[src/rtl/memory_pkg.sv]
// rtl/memory_pkg.sv - DMEM map, LSU state encoding, funct3 and mcause constants
package memory_pkg;

  localparam logic [31:0] MAP_DMEM_BASE   = 32'h0001_0000;
  localparam logic [31:0] DMEM_SIZE_BYTES = 32'h0000_1000;

  typedef enum logic [1:0] {
    IDLE   = 2'd0,
    ACCESS = 2'd1,
    RESP   = 2'd2
  } lsu_state_e;

  localparam logic [2:0] F3_B  = 3'b000;
  localparam logic [2:0] F3_H  = 3'b001;
  localparam logic [2:0] F3_W  = 3'b010;
  localparam logic [2:0] F3_BU = 3'b100;
  localparam logic [2:0] F3_HU = 3'b101;

  localparam logic [3:0] CAUSE_ILLEGAL     = 4'd2;
  localparam logic [3:0] CAUSE_LD_MISALIGN = 4'd4;
  localparam logic [3:0] CAUSE_LD_FAULT    = 4'd5;
  localparam logic [3:0] CAUSE_ST_MISALIGN = 4'd6;
  localparam logic [3:0] CAUSE_ST_FAULT    = 4'd7;

  // Stores only have B/H/W; loads additionally have the unsigned BU/HU forms.
  function automatic logic f3_illegal(input logic store, input logic [2:0] f3);
    if (store)
      return f3[2] || (f3[1:0] == 2'b11);
    else
      return (f3 == 3'b011) || (f3 == 3'b110) || (f3 == 3'b111);
  endfunction

endpackage

[src/rtl/lsu_align.sv]
// rtl/lsu_align.sv - combinational byte-enable/lane generation, request checks, load extraction
// Optional address range check enabled by LSU_RANGE_CHECK_EN.
module lsu_align
  import memory_pkg::*;
#(
  parameter logic [31:0] DMEM_BASE = MAP_DMEM_BASE,
  parameter logic [31:0] DMEM_SIZE = DMEM_SIZE_BYTES
) (
  input  logic        store,
  input  logic [2:0]  funct3,
  input  logic [31:0] addr,
  input  logic [31:0] wdata,
  output logic [3:0]  be,
  output logic [31:0] wdata_lane,
  output logic        err,
  output logic [3:0]  cause,
  input  logic [2:0]  ld_funct3,
  input  logic [1:0]  ld_off,
  input  logic [31:0] rdata,
  output logic [31:0] ld_data
);

  logic        illegal;
  logic        misalign;
  logic        fault;
  logic [31:0] shifted;

  always_comb begin
    be         = 4'b1111;
    wdata_lane = wdata;
    misalign   = 1'b0;
    case (funct3[1:0])
      2'b00: begin
        be         = 4'b0001 << addr[1:0];
        wdata_lane = {4{wdata[7:0]}};
      end
      2'b01: begin
        be         = 4'b0011 << {addr[1], 1'b0};
        wdata_lane = {2{wdata[15:0]}};
        misalign   = addr[0];
      end
      default: begin
        misalign   = (addr[1:0] != 2'b00);
      end
    endcase
  end

  assign illegal = f3_illegal(store, funct3);

`ifdef LSU_RANGE_CHECK_EN
  assign fault = (addr < DMEM_BASE) || ((addr - DMEM_BASE) >= DMEM_SIZE);
`else
  logic unused_range;
  assign unused_range = ^{DMEM_BASE, DMEM_SIZE, addr[31:2]};
  assign fault        = 1'b0;
`endif

  always_comb begin
    err   = 1'b1;
    cause = 4'd0;
    if (illegal)
      cause = CAUSE_ILLEGAL;
    else if (misalign)
      cause = store ? CAUSE_ST_MISALIGN : CAUSE_LD_MISALIGN;
    else if (fault)
      cause = store ? CAUSE_ST_FAULT : CAUSE_LD_FAULT;
    else
      err = 1'b0;
  end

  assign shifted = rdata >> {ld_off, 3'b000};

  always_comb begin
    ld_data = shifted;
    case (ld_funct3)
      F3_B:    ld_data = {{24{shifted[7]}}, shifted[7:0]};
      F3_BU:   ld_data = {24'd0, shifted[7:0]};
      F3_H:    ld_data = {{16{shifted[15]}}, shifted[15:0]};
      F3_HU:   ld_data = {16'd0, shifted[15:0]};
      default: ld_data = shifted;
    endcase
  end

endmodule

[src/rtl/lsu_ctrl.sv]
// rtl/lsu_ctrl.sv - load/store unit FSM driving the native DMEM interface
// Optional address range check enabled by LSU_RANGE_CHECK_EN (see lsu_align).
module lsu_ctrl
  import memory_pkg::*;
#(
  parameter logic [31:0] DMEM_BASE = MAP_DMEM_BASE,
  parameter logic [31:0] DMEM_SIZE = DMEM_SIZE_BYTES
) (
  input  logic        clk_i,
  input  logic        rst_i,
  input  logic        req_valid_i,
  output logic        req_ready_o,
  input  logic        req_store_i,
  input  logic [2:0]  req_funct3_i,
  input  logic [31:0] req_addr_i,
  input  logic [31:0] req_wdata_i,
  output logic        rsp_valid_o,
  input  logic        rsp_ready_i,
  output logic [31:0] rsp_rdata_o,
  output logic        rsp_err_o,
  output logic [3:0]  rsp_cause_o,
  output logic        mem_req_o,
  output logic        mem_we_o,
  output logic [3:0]  mem_be_o,
  output logic [31:0] mem_addr_o,
  output logic [31:0] mem_wdata_o,
  input  logic [31:0] mem_rdata_i
);

  lsu_state_e  state_q, state_d;
  logic        store_q;
  logic [2:0]  f3_q;
  logic [31:0] addr_q;
  logic [3:0]  be_q;
  logic [31:0] wdata_q;
  logic [31:0] rdata_q;
  logic        err_q;
  logic [3:0]  cause_q;

  logic [3:0]  req_be;
  logic [31:0] req_lane;
  logic        req_err;
  logic [3:0]  req_cause;
  logic [31:0] ld_data;
  logic        accept;

  lsu_align #(
    .DMEM_BASE (DMEM_BASE),
    .DMEM_SIZE (DMEM_SIZE)
  ) u_align (
    .store      (req_store_i),
    .funct3     (req_funct3_i),
    .addr       (req_addr_i),
    .wdata      (req_wdata_i),
    .be         (req_be),
    .wdata_lane (req_lane),
    .err        (req_err),
    .cause      (req_cause),
    .ld_funct3  (f3_q),
    .ld_off     (addr_q[1:0]),
    .rdata      (mem_rdata_i),
    .ld_data    (ld_data)
  );

  assign accept = (state_q == IDLE) && req_valid_i;

  always_ff @(posedge clk_i or posedge rst_i) begin
    if (rst_i) begin
      state_q <= IDLE;
      store_q <= 1'b0;
      f3_q    <= 3'd0;
      addr_q  <= 32'd0;
      be_q    <= 4'd0;
      wdata_q <= 32'd0;
      rdata_q <= 32'd0;
      err_q   <= 1'b0;
      cause_q <= 4'd0;
    end else begin
      state_q <= state_d;
      if (accept) begin
        store_q <= req_store_i;
        f3_q    <= req_funct3_i;
        addr_q  <= req_addr_i;
        be_q    <= req_be;
        wdata_q <= req_lane;
        rdata_q <= 32'd0;
        err_q   <= req_err;
        cause_q <= req_cause;
      end
      if ((state_q == ACCESS) && !store_q)
        rdata_q <= ld_data;
    end
  end

  // mem_* decode straight from state_q so an async reset kills the strobe before the write edge.
  always_comb begin
    state_d     = state_q;
    req_ready_o = 1'b0;
    rsp_valid_o = 1'b0;
    mem_req_o   = 1'b0;
    mem_we_o    = 1'b0;
    mem_be_o    = 4'd0;
    mem_addr_o  = 32'd0;
    mem_wdata_o = 32'd0;
    case (state_q)
      IDLE: begin
        req_ready_o = 1'b1;
        if (req_valid_i)
          state_d = req_err ? RESP : ACCESS;
      end
      ACCESS: begin
        mem_req_o   = 1'b1;
        mem_we_o    = store_q;
        mem_be_o    = be_q;
        mem_addr_o  = {addr_q[31:2], 2'b00};
        mem_wdata_o = wdata_q;
        state_d     = RESP;
      end
      RESP: begin
        rsp_valid_o = 1'b1;
        if (rsp_ready_i)
          state_d = IDLE;
      end
      default: state_d = IDLE;
    endcase
  end

  assign rsp_rdata_o = rdata_q;
  assign rsp_err_o   = err_q;
  assign rsp_cause_o = cause_q;

endmodule
[config.mk]
export PLATFORM = sky130hd
export DESIGN_NAME = lsu_ctrl
export DESIGN_NICKNAME = d
export VERILOG_FILES = /design/src/rtl/memory_pkg.sv /design/src/rtl/lsu_align.sv /design/src/rtl/lsu_ctrl.sv
export SDC_FILE = /design/constraint.sdc
export NUM_CORES = 1
export LEC_CHECK = 0
export BUFFER_PORTS_ARGS = -buffer_cell sky130_fd_sc_hd__buf_2
export CORE_AREA = 2 2 113 115
export CTS_CLUSTER_DIAMETER = 150
export CTS_CLUSTER_SIZE = 25
export DETAILED_ROUTE_END_ITERATION = 10
export DIE_AREA = 0 0 115 117
export PLACE_DENSITY = 0.85
export SETUP_SLACK_MARGIN = 0.1
export SLEW_MARGIN = 20
export SYNTH_ARGS = -nofsm -noshare
export SYNTH_HDL_FRONTEND = slang
export SYNTH_SLANG_ARGS = --single-unit
[constraint.sdc]
create_clock -name clk_i -period 8 [get_ports clk_i]
set_input_delay 1.6 -clock clk_i [delete_from_list [all_inputs] [get_ports clk_i]]
set_output_delay 1.6 -clock clk_i [all_outputs]
set_load 0.05 [all_outputs]
==> results of run 1 <==
==> cell families (layout without fill, tap and decap cells) <==
kind of cell | Yosys count | in the layout
and+or+nand+nor | 274 | 274
buffers and inverters | 52 | 232
other | 1 | 4
muxes | 49 | 49
DFF | 109 | 109
AOI/OAI and AO/OA | 110 | 110
==> layout by cell type (no fill, tap or decap), drive strengths merged, types with 2 or more instances in the layout <==
cell type	synthesis	final
a22o	8	8
nor2b	3	3
a221o	16	16
clkbuf	35	9
nor2	21	21
a31oi	3	3
mux2	8	8
inv	2	3
clkinv	0	4
a21oi	34	34
dfrtp	109	109
nand3b	8	8
nor3b	2	2
conb	1	4
o21ai	44	44
and2	68	68
mux2i	40	40
nand2	166	166
nand2b	2	2
buf	15	214
==> layout make-up <==
| cell class | instances | area (um^2) |
|---|---|---|
| Clock buffer | 9 | 225.2 |
| Timing Repair Buffer | 214 | 1099 |
| Tap cell | 150 | 187.7 |
| Fill cell | 1102 | 5489 |
| Clock inverter | 7 | 73.82 |
| Inverter | 2 | 10.01 |
| Multi-Input combinational cell | 437 | 2500 |
| Sequential cell | 109 | 2728 |
==> worst min path at each step <==
stage,from,to,slack [ns]
finish,wdata_q[7],wdata_q[7],0.47
global route,addr_q[10],addr_q[10],0.50
CTS,wdata_q[7],wdata_q[7],0.47
detailed placement,addr_q[2],addr_q[2],0.45
global placement,addr_q[29],addr_q[29],0.45
floorplan,addr_q[10],addr_q[10],0.44
==> critical path, delay by kind of cell (launching register included) <==
family,cells,cell delay (ns)
AND/OR/NAND/NOR,2,0.58
flip-flops,1,0.42
buffers and inverters,2,0.52
==> routing by layer <==
| metal | up-vias | global-route usage | part of all wire |
|---|---|---|---|
| li1 | 2328 | - | - |
| met1 | 2306 | 0.2918 | 0.42 |
| met2 | 209 | 0.3486 | 0.48 |
| met3 | 24 | 0.04377 | 0.073 |
| met4 | 0 | 0.09880 | 0.023 |
| met5 | - | 0 | 0 |
==> state kept, by name (all words and copies together) (netlist names), 2 cells and up <==
register / count
rsp_cause_o: 2
addr_q: 32
f3_q: 3
wdata_q: 32
rsp_rdata_o: 32
state_q: 2
be_q: 4
==> power by group through the flow <==
stage	sequential, mW	clock (mW)	combinational (mW)
after floorplan	0.995	0	0.513
after detailed placement	0.931	0	0.794
final	0.926	0.450	0.790
after global routing	0.955	0.486	0.876
after CTS	0.926	0.462	0.793
after global placement	0.926	0	0.769
==> metrics.txt, run 1 <==
# TYPE chip_impl_metric gauge
chip_impl_metric{name="arrival",unit="ns"} 1.89
chip_impl_metric{name="postSynth.asyncResetShare",unit=""} 1.000
chip_impl_metric{name="wire_length_of_the_first_global_routing_pass",unit="um"} 23020
chip_impl_metric{name="timing.final.crit_share",unit=""} 0.4362
chip_impl_metric{name="initial_utilization",unit=""} 0.4418
chip_impl_metric{name="p_sw",unit="mW"} 0.8895
chip_impl_metric{name="timing.fmax",unit="MHz"} 286.6
chip_impl_metric{name="clk_pin_slew_worst_paths",unit="ns"} 0.07
chip_impl_metric{name="power.internal",unit="mW"} 1.277
chip_impl_info{name="timing.critical_path.from",value="state_q[0]"} 1
chip_impl_info{name="reg2reg_from",value="addr_q[1]"} 1
chip_impl_metric{name="fraction_of_synthesized_cell_area_in_xor_and_xnor_cells",unit=""} 0
chip_impl_metric{name="fp.dieH",unit="um"} 117
chip_impl_metric{name="max_slew_margin",unit=""} 0.3177
chip_impl_metric{name="sw_frac_of_total",unit=""} 0.4106
chip_impl_metric{name="floorplan.rows",unit=""} 41
chip_impl_metric{name="placement.cell_area",unit="um^2"} 6504
chip_impl_info{name="worst_hold_path_type",value="flop to flop"} 1
chip_impl_info{name="synth_top_flop_cell",value="dfrtp_1"} 1
chip_impl_metric{name="critPathMaxFanout",unit=""} 49
chip_impl_info{name="timing_worst_setup_path_type",value="flop to primary output"} 1
chip_impl_metric{name="die_width",unit="um"} 115
chip_impl_metric{name="grt.total_usage",unit=""} 0.2190
chip_impl_metric{name="fin_cells",unit=""} 928
chip_impl_metric{name="cts_hold_buffers",unit=""} 0
chip_impl_metric{name="grt_antenna_before_repair",unit=""} 0
chip_impl_metric{name="1st_iter_drt_viols",unit=""} 514
chip_impl_metric{name="final_hold_viol_count",unit=""} 0
chip_impl_metric{name="synth.top_cell.area_share",unit=""} 0.5015
chip_impl_metric{name="cts_resized",unit=""} 0
chip_impl_metric{name="layout_setup_ws",unit="ns"} 4.511
chip_impl_info{name="setup_repair_after_global_routing_missed_its_margin",value="false"} 1
chip_impl_metric{name="setup.reg_to_reg.worst_slack",unit="ns"} 5.42
chip_impl_metric{name="worstSkewPairLatency",unit="ns"} 0.35
chip_impl_metric{name="floorplan.io_pins",unit=""} 213
chip_impl_metric{name="antenna_diode_count",unit=""} 0
chip_impl_metric{name="syn_area_per_cell",unit="um^2"} 9.141
chip_impl_metric{name="delay_contributed_by_the_slowest_stage_of_the_critical_path",unit="ns"} 0.42
chip_impl_info{name="post_synth_main_area_contributors",value="dfrtp_1, nand2_1, and2_1, mux2i_1, o21ai_0"} 1
chip_impl_metric{name="power.static_leakage",unit="nW"} 3.755
chip_impl_metric{name="via_count_of_the_first_global_routing_pass",unit=""} 4570
chip_impl_metric{name="power",unit="mW"} 2.166
chip_impl_metric{name="pwr-share-seq",unit=""} 0.427
chip_impl_metric{name="pre_cts_ws",unit="ns"} 4.435
chip_impl_metric{name="drt-total-wl",unit="um"} 14680
chip_impl_metric{name="numPortBuffers",unit=""} 208
chip_impl_metric{name="syn-instance-count",unit=""} 595
chip_impl_info{name="cp_capture_type",value="primary output"} 1
chip_impl_metric{name="worstPathRequired",unit="ns"} 6.40
chip_impl_metric{name="place_hpwl",unit="um"} 10320
chip_impl_metric{name="skew",unit="ns"} 0.008617
chip_impl_metric{name="die_area",unit="um^2"} 13460
chip_impl_info{name="cp-start-kind",value="flop"} 1
chip_impl_metric{name="tns",unit="ns"} 0
chip_impl_info{name="synth_most_common_cell",value="nand2_1"} 1
chip_impl_metric{name="timing.hold.worst_path_depth",unit=""} 2
chip_impl_metric{name="drt-wirelength-per-cell",unit="um"} 15.82
chip_impl_metric{name="finalCoreUtilization",unit=""} 0.5542
chip_impl_metric{name="dp.cells",unit=""} 911
chip_impl_metric{name="worst_slew_pin_slew",unit="ns"} 1.024
chip_impl_metric{name="ys_types",unit=""} 33
chip_impl_info{name="outcome",value="finished clean"} 1
chip_impl_metric{name="global_route.overflow_total",unit=""} 0
chip_impl_metric{name="grt_max_degree",unit=""} 109
chip_impl_metric{name="synth-edff-count",unit=""} 0
chip_impl_metric{name="tritoncts_sink_count",unit=""} 109
chip_impl_metric{name="synth_sequential_area_ratio",unit=""} 0.5015
chip_impl_metric{name="p_clk_frac",unit=""} 0.208
chip_impl_metric{name="final-max-slew-violation-count",unit=""} 0
chip_impl_metric{name="htree_levels",unit=""} 3
chip_impl_metric{name="fin_area",unit="um^2"} 6823
chip_impl_metric{name="max_cap_violations",unit=""} 0
chip_impl_info{name="crit_end",value="mem_be_o[1]"} 1
chip_impl_metric{name="irDropWorstVdd",unit="mV"} 0.1587
chip_impl_metric{name="mappedNetlistArea",unit="um^2"} 5439
chip_impl_metric{name="power.share.combinational",unit=""} 0.365
chip_impl_metric{name="final_nets",unit=""} 877
chip_impl_metric{name="synth-seq-cells",unit=""} 109
chip_impl_metric{name="power-per-cell-area",unit="nW/um^2"} 317.5
chip_impl_info{name="root_buffer_cell",value="clkbuf_16"} 1
chip_impl_metric{name="vias",unit=""} 4867
chip_impl_metric{name="area.growth.synth_to_final",unit="%"} 25.44
chip_impl_info{name="critical_path.cell_chain",value="nor2b_4 > buf_12 > and2_1 > buf_2"} 1
chip_impl_metric{name="first_pass_iters",unit=""} 4
chip_impl_metric{name="routed_via_density",unit=""} 5.245
chip_impl_metric{name="ctsLongestPathBuffers",unit=""} 2
chip_impl_metric{name="synth-compound-area-share",unit=""} 0.1249
chip_impl_metric{name="ys_warn_count",unit=""} 0
chip_impl_info{name="synthTopCellsByCount",value="nand2_1, dfrtp_1, and2_1, o21ai_0, mux2i_1"} 1
chip_impl_metric{name="drt.antenna.violating_nets",unit=""} 0
chip_impl_metric{name="worst-r2r-cell-count",unit=""} 4
chip_impl_info{name="cell_taking_the_most_area_after_synthesis",value="dfrtp_1"} 1
chip_impl_metric{name="post-cts-setup-buffer-count",unit=""} 0
chip_impl_metric{name="holdWs",unit="ns"} 0.4654
chip_impl_metric{name="coreArea",unit="um^2"} 12310
chip_impl_metric{name="synthSimpleGateAreaFrac",unit=""} 0.2346
chip_impl_info{name="main_combinational_cell_family_by_area_after_synthesis",value="simple AND/OR/NAND/NOR gates"} 1
chip_impl_metric{name="final.min_clock_period",unit="ns"} 3.489
chip_impl_metric{name="post-route-drc-count",unit=""} 0
chip_impl_metric{name="post_synth_fa_ha_maj_area_fraction",unit=""} 0
chip_impl_info{name="cts_tree",value="yes"} 1
chip_impl_metric{name="drive_above_1_share",unit=""} 0.3175
chip_impl_metric{name="place_congestion",unit=""} 0.8478
chip_impl_info{name="slowest_stage",value="dfrtp_1"} 1
chip_impl_info{name="r2r_end",value="rsp_rdata_o[17]"} 1
chip_impl_metric{name="report.final.setup_viol",unit=""} 0
chip_impl_metric{name="numCtsBuffers",unit=""} 9
chip_impl_metric{name="muxShareOfSynthArea",unit=""} 0.09432
No activity file was read; power rests on OpenSTA's default activity.
==> inputs of run 2 (changes only) <==
--- a/config.mk
+++ b/config.mk
@@ -6,12 +6,12 @@
 export NUM_CORES = 1
 export LEC_CHECK = 0
 export BUFFER_PORTS_ARGS = -buffer_cell sky130_fd_sc_hd__buf_2
-export CORE_AREA = 2 2 113 115
+export CORE_AREA = 2 2 115 117
 export CTS_CLUSTER_DIAMETER = 150
 export CTS_CLUSTER_SIZE = 25
 export DETAILED_ROUTE_END_ITERATION = 10
-export DIE_AREA = 0 0 115 117
-export PLACE_DENSITY = 0.85
+export DIE_AREA = 0 0 117 119
+export PLACE_DENSITY = 0.86
 export SETUP_SLACK_MARGIN = 0.1
 export SLEW_MARGIN = 20
 export SYNTH_ARGS = -nofsm -noshare
==> constraint.sdc (replaced) <==
create_clock -name clk_i -period 3 [get_ports clk_i]
set_input_delay 0.6 -clock clk_i [delete_from_list [all_inputs] [get_ports clk_i]]
set_output_delay 0.6 -clock clk_i [all_outputs]
set_load 0.05 [all_outputs]
==> metrics.txt, run 2 (synthesis results as in run 1) <==
# TYPE chip_impl_metric gauge
chip_impl_metric{name="final.min_clock_period",unit="ns"} 2.505
chip_impl_metric{name="setup.reg_to_reg.worst_slack",unit="ns"} 0.95
chip_impl_metric{name="first_pass_iters",unit=""} 5
chip_impl_metric{name="final-seq-area",unit="um^2"} 2728
chip_impl_info{name="setup_repair_after_global_routing_missed_its_margin",value="false"} 1
chip_impl_metric{name="die_width",unit="um"} 117
chip_impl_info{name="slowest_stage",value="dfrtp_1"} 1
chip_impl_metric{name="power",unit="mW"} 5.753
chip_impl_metric{name="via_count_of_the_first_global_routing_pass",unit=""} 4781
chip_impl_metric{name="timing.critical_path.buf_inv",unit=""} 2
chip_impl_metric{name="finalCoreUtilization",unit=""} 0.5331
chip_impl_metric{name="antenna_diode_count",unit=""} 0
chip_impl_metric{name="worstPathRequired",unit="ns"} 2.40
chip_impl_metric{name="area.growth.synth_to_final",unit="%"} 26.20
chip_impl_metric{name="worst_slew_pin_slew",unit="ns"} 0.9129
chip_impl_info{name="outcome",value="finished clean"} 1
chip_impl_metric{name="wire_length_of_the_first_global_routing_pass",unit="um"} 23840
chip_impl_info{name="worst_path_dominant_cell_family",value="simple AND/OR/NAND/NOR gates"} 1
chip_impl_metric{name="fp.dieH",unit="um"} 119
chip_impl_metric{name="place_congestion",unit=""} 0.8464
chip_impl_metric{name="drive_above_1_share",unit=""} 0.3179
chip_impl_metric{name="place_hpwl",unit="um"} 10680
chip_impl_metric{name="grt.total_usage",unit=""} 0.2190
chip_impl_metric{name="max_cap_violations",unit=""} 0
chip_impl_metric{name="ctsLongestPathBuffers",unit=""} 2
chip_impl_metric{name="critPathMaxFanout",unit=""} 48
chip_impl_info{name="mostFrequentLayoutCell",value="buf_2"} 1
chip_impl_metric{name="final-max-slew-violation-count",unit=""} 0
chip_impl_metric{name="tritoncts_sink_count",unit=""} 109
chip_impl_metric{name="worstSkewPairLatency",unit="ns"} 0.35
chip_impl_metric{name="floorplan.rows",unit=""} 42
chip_impl_info{name="timing_worst_setup_path_type",value="flop to primary output"} 1
chip_impl_metric{name="worst-r2r-cell-count",unit=""} 4
chip_impl_metric{name="numPortBuffers",unit=""} 208
chip_impl_metric{name="1st_iter_drt_viols",unit=""} 407
chip_impl_metric{name="routed_via_density",unit=""} 5.185
chip_impl_metric{name="die_area",unit="um^2"} 13920
chip_impl_metric{name="coreArea",unit="um^2"} 12870
chip_impl_metric{name="htree_levels",unit=""} 3
chip_impl_metric{name="numCtsBuffers",unit=""} 9
chip_impl_info{name="cts_tree",value="yes"} 1
chip_impl_info{name="r2r_end",value="rsp_rdata_o[31]"} 1
chip_impl_metric{name="tns",unit="ns"} 0
chip_impl_metric{name="skew",unit="ns"} 0.006197
chip_impl_metric{name="floorplan.io_pins",unit=""} 213
chip_impl_metric{name="post-route-drc-count",unit=""} 0
chip_impl_info{name="reg2reg_from",value="state_q[1]"} 1
chip_impl_metric{name="final_hold_viol_count",unit=""} 0
chip_impl_metric{name="vias",unit=""} 4957
chip_impl_metric{name="clk_pin_slew_worst_paths",unit="ns"} 0.07
chip_impl_metric{name="pre_cts_ws",unit="ns"} 0.7405
chip_impl_metric{name="delay_contributed_by_the_slowest_stage_of_the_critical_path",unit="ns"} 0.43
chip_impl_metric{name="cts_hold_buffers",unit=""} 0
chip_impl_metric{name="power-per-cell-area",unit="nW/um^2"} 838.2
chip_impl_metric{name="initial_utilization",unit=""} 0.4224
chip_impl_metric{name="final_nets",unit=""} 879
chip_impl_metric{name="irDropWorstVdd",unit="mV"} 0.5102
chip_impl_info{name="cp_capture_type",value="primary output"} 1
chip_impl_metric{name="grt_antenna_before_repair",unit=""} 0
chip_impl_metric{name="report.final.setup_viol",unit=""} 0
chip_impl_metric{name="timing.fmax",unit="MHz"} 399.3
chip_impl_info{name="critical_path.cell_chain",value="nor2b_4 > buf_12 > and2_1 > buf_2"} 1
chip_impl_metric{name="number_of_inserted_filler_cells_in_the_final_layout",unit=""} 1180
chip_impl_metric{name="drt-total-wl",unit="um"} 15080
chip_impl_metric{name="arrival",unit="ns"} 1.90
chip_impl_metric{name="cts_resized",unit=""} 0
chip_impl_metric{name="drt.antenna.violating_nets",unit=""} 0
chip_impl_info{name="cp-start-kind",value="flop"} 1
chip_impl_metric{name="drt-wirelength-per-cell",unit="um"} 15.77
chip_impl_info{name="layout_common_cells",value="buf_2, nand2_1, dfrtp_1, and2_1, o21ai_0"} 1
chip_impl_metric{name="post-cts-setup-buffer-count",unit=""} 0
chip_impl_info{name="root_buffer_cell",value="clkbuf_16"} 1
chip_impl_metric{name="multi_input_comb_area",unit="um^2"} 2500
chip_impl_metric{name="grt_max_degree",unit=""} 110
chip_impl_metric{name="layout_setup_ws",unit="ns"} 0.4955
chip_impl_metric{name="global_route.overflow_total",unit=""} 0
chip_impl_info{name="worst_hold_path_type",value="primary input to asynchronous set/reset pin"} 1
chip_impl_metric{name="timing.final.crit_share",unit=""} 0.8348
chip_impl_metric{name="max_slew_margin",unit=""} 0.3914
chip_impl_metric{name="power.static_leakage",unit="nW"} 3.757
[run 2: changes by cell type in the layout (fill, tap and decap cells not counted)]
cell,change
buf_12,+1
buf_4,+1
bufinv_16,-1
clkbuf_1,+1
clkbuf_8,+2
clkinv_2,+1
clkinv_4,-2
clkinvlp_4,+1
inv_4,-1
inv_6,-1
[run 2: final cells by class]
type                    instances  share of cell area
multi-input cells             437              0.3642
inverters                       2            0.001641
repair buffers                216              0.1641
clock buffers                  12             0.03737
clock inverters                 4            0.003281
well taps                     176             0.03208
flip-flops and latches        109              0.3974
[run 2: how the worst max path moves through the flow]
| stage | cells after the start | to | from | slack (ns) |
|---|---|---|---|---|
| after CTS | 4 | mem_addr_o[13] | state_q[0] | 0.49 |
| after global placement | 5 | state_q[1] | req_funct3_i[1] | 0.83 |
| after detailed placement | 5 | state_q[1] | req_funct3_i[1] | 0.74 |
| after floorplan | 3 | mem_addr_o[25] | state_q[1] | 0.65 |
| final | 4 | mem_addr_o[13] | state_q[0] | 0.50 |
| after global routing | 4 | mem_addr_o[6] | state_q[0] | 0.37 |
[run 2: stage by stage]
stage	instance area (um^2)	std cells	hold slack (ns)
finish	6864	956	0.3861
CTS	6864	956	0.4203
global route	6864	956	0.4351
floorplan	5454	598	0.4374
detailed placement	6585	940	0.4538
global placement	6585	940	0.4482
[run 2: power by group]
| group | internal (mW) | total [mW] | switching (mW) | leakage [nW] |
|---|---|---|---|---|
| clock | 0.605 | 1.14 | 0.533 | 0.138 |
| sequential | 2.06 | 2.42 | 0.366 | 1.39 |
| combinational | 0.712 | 2.19 | 1.48 | 2.23 |
[run 2: layer usage]
layer | routed length (um) | global-route usage | vias up
met3 | 1217 | 0.07277 | 22
li1 | - | - | 2332
met1 | 6354 | 0.2811 | 2374
met5 | 0 | 0 | -
met2 | 7273 | 0.3530 | 229
met4 | 229 | 0.06103 | 0
[run 2: worst reg2reg max path: stages, from the launching register on]
cell and delay [ns]:
dfrtp_1 0.46, nor3b_2 0.26, and3b_1 0.46, nor2b_1 0.57, a221o_1 0.25
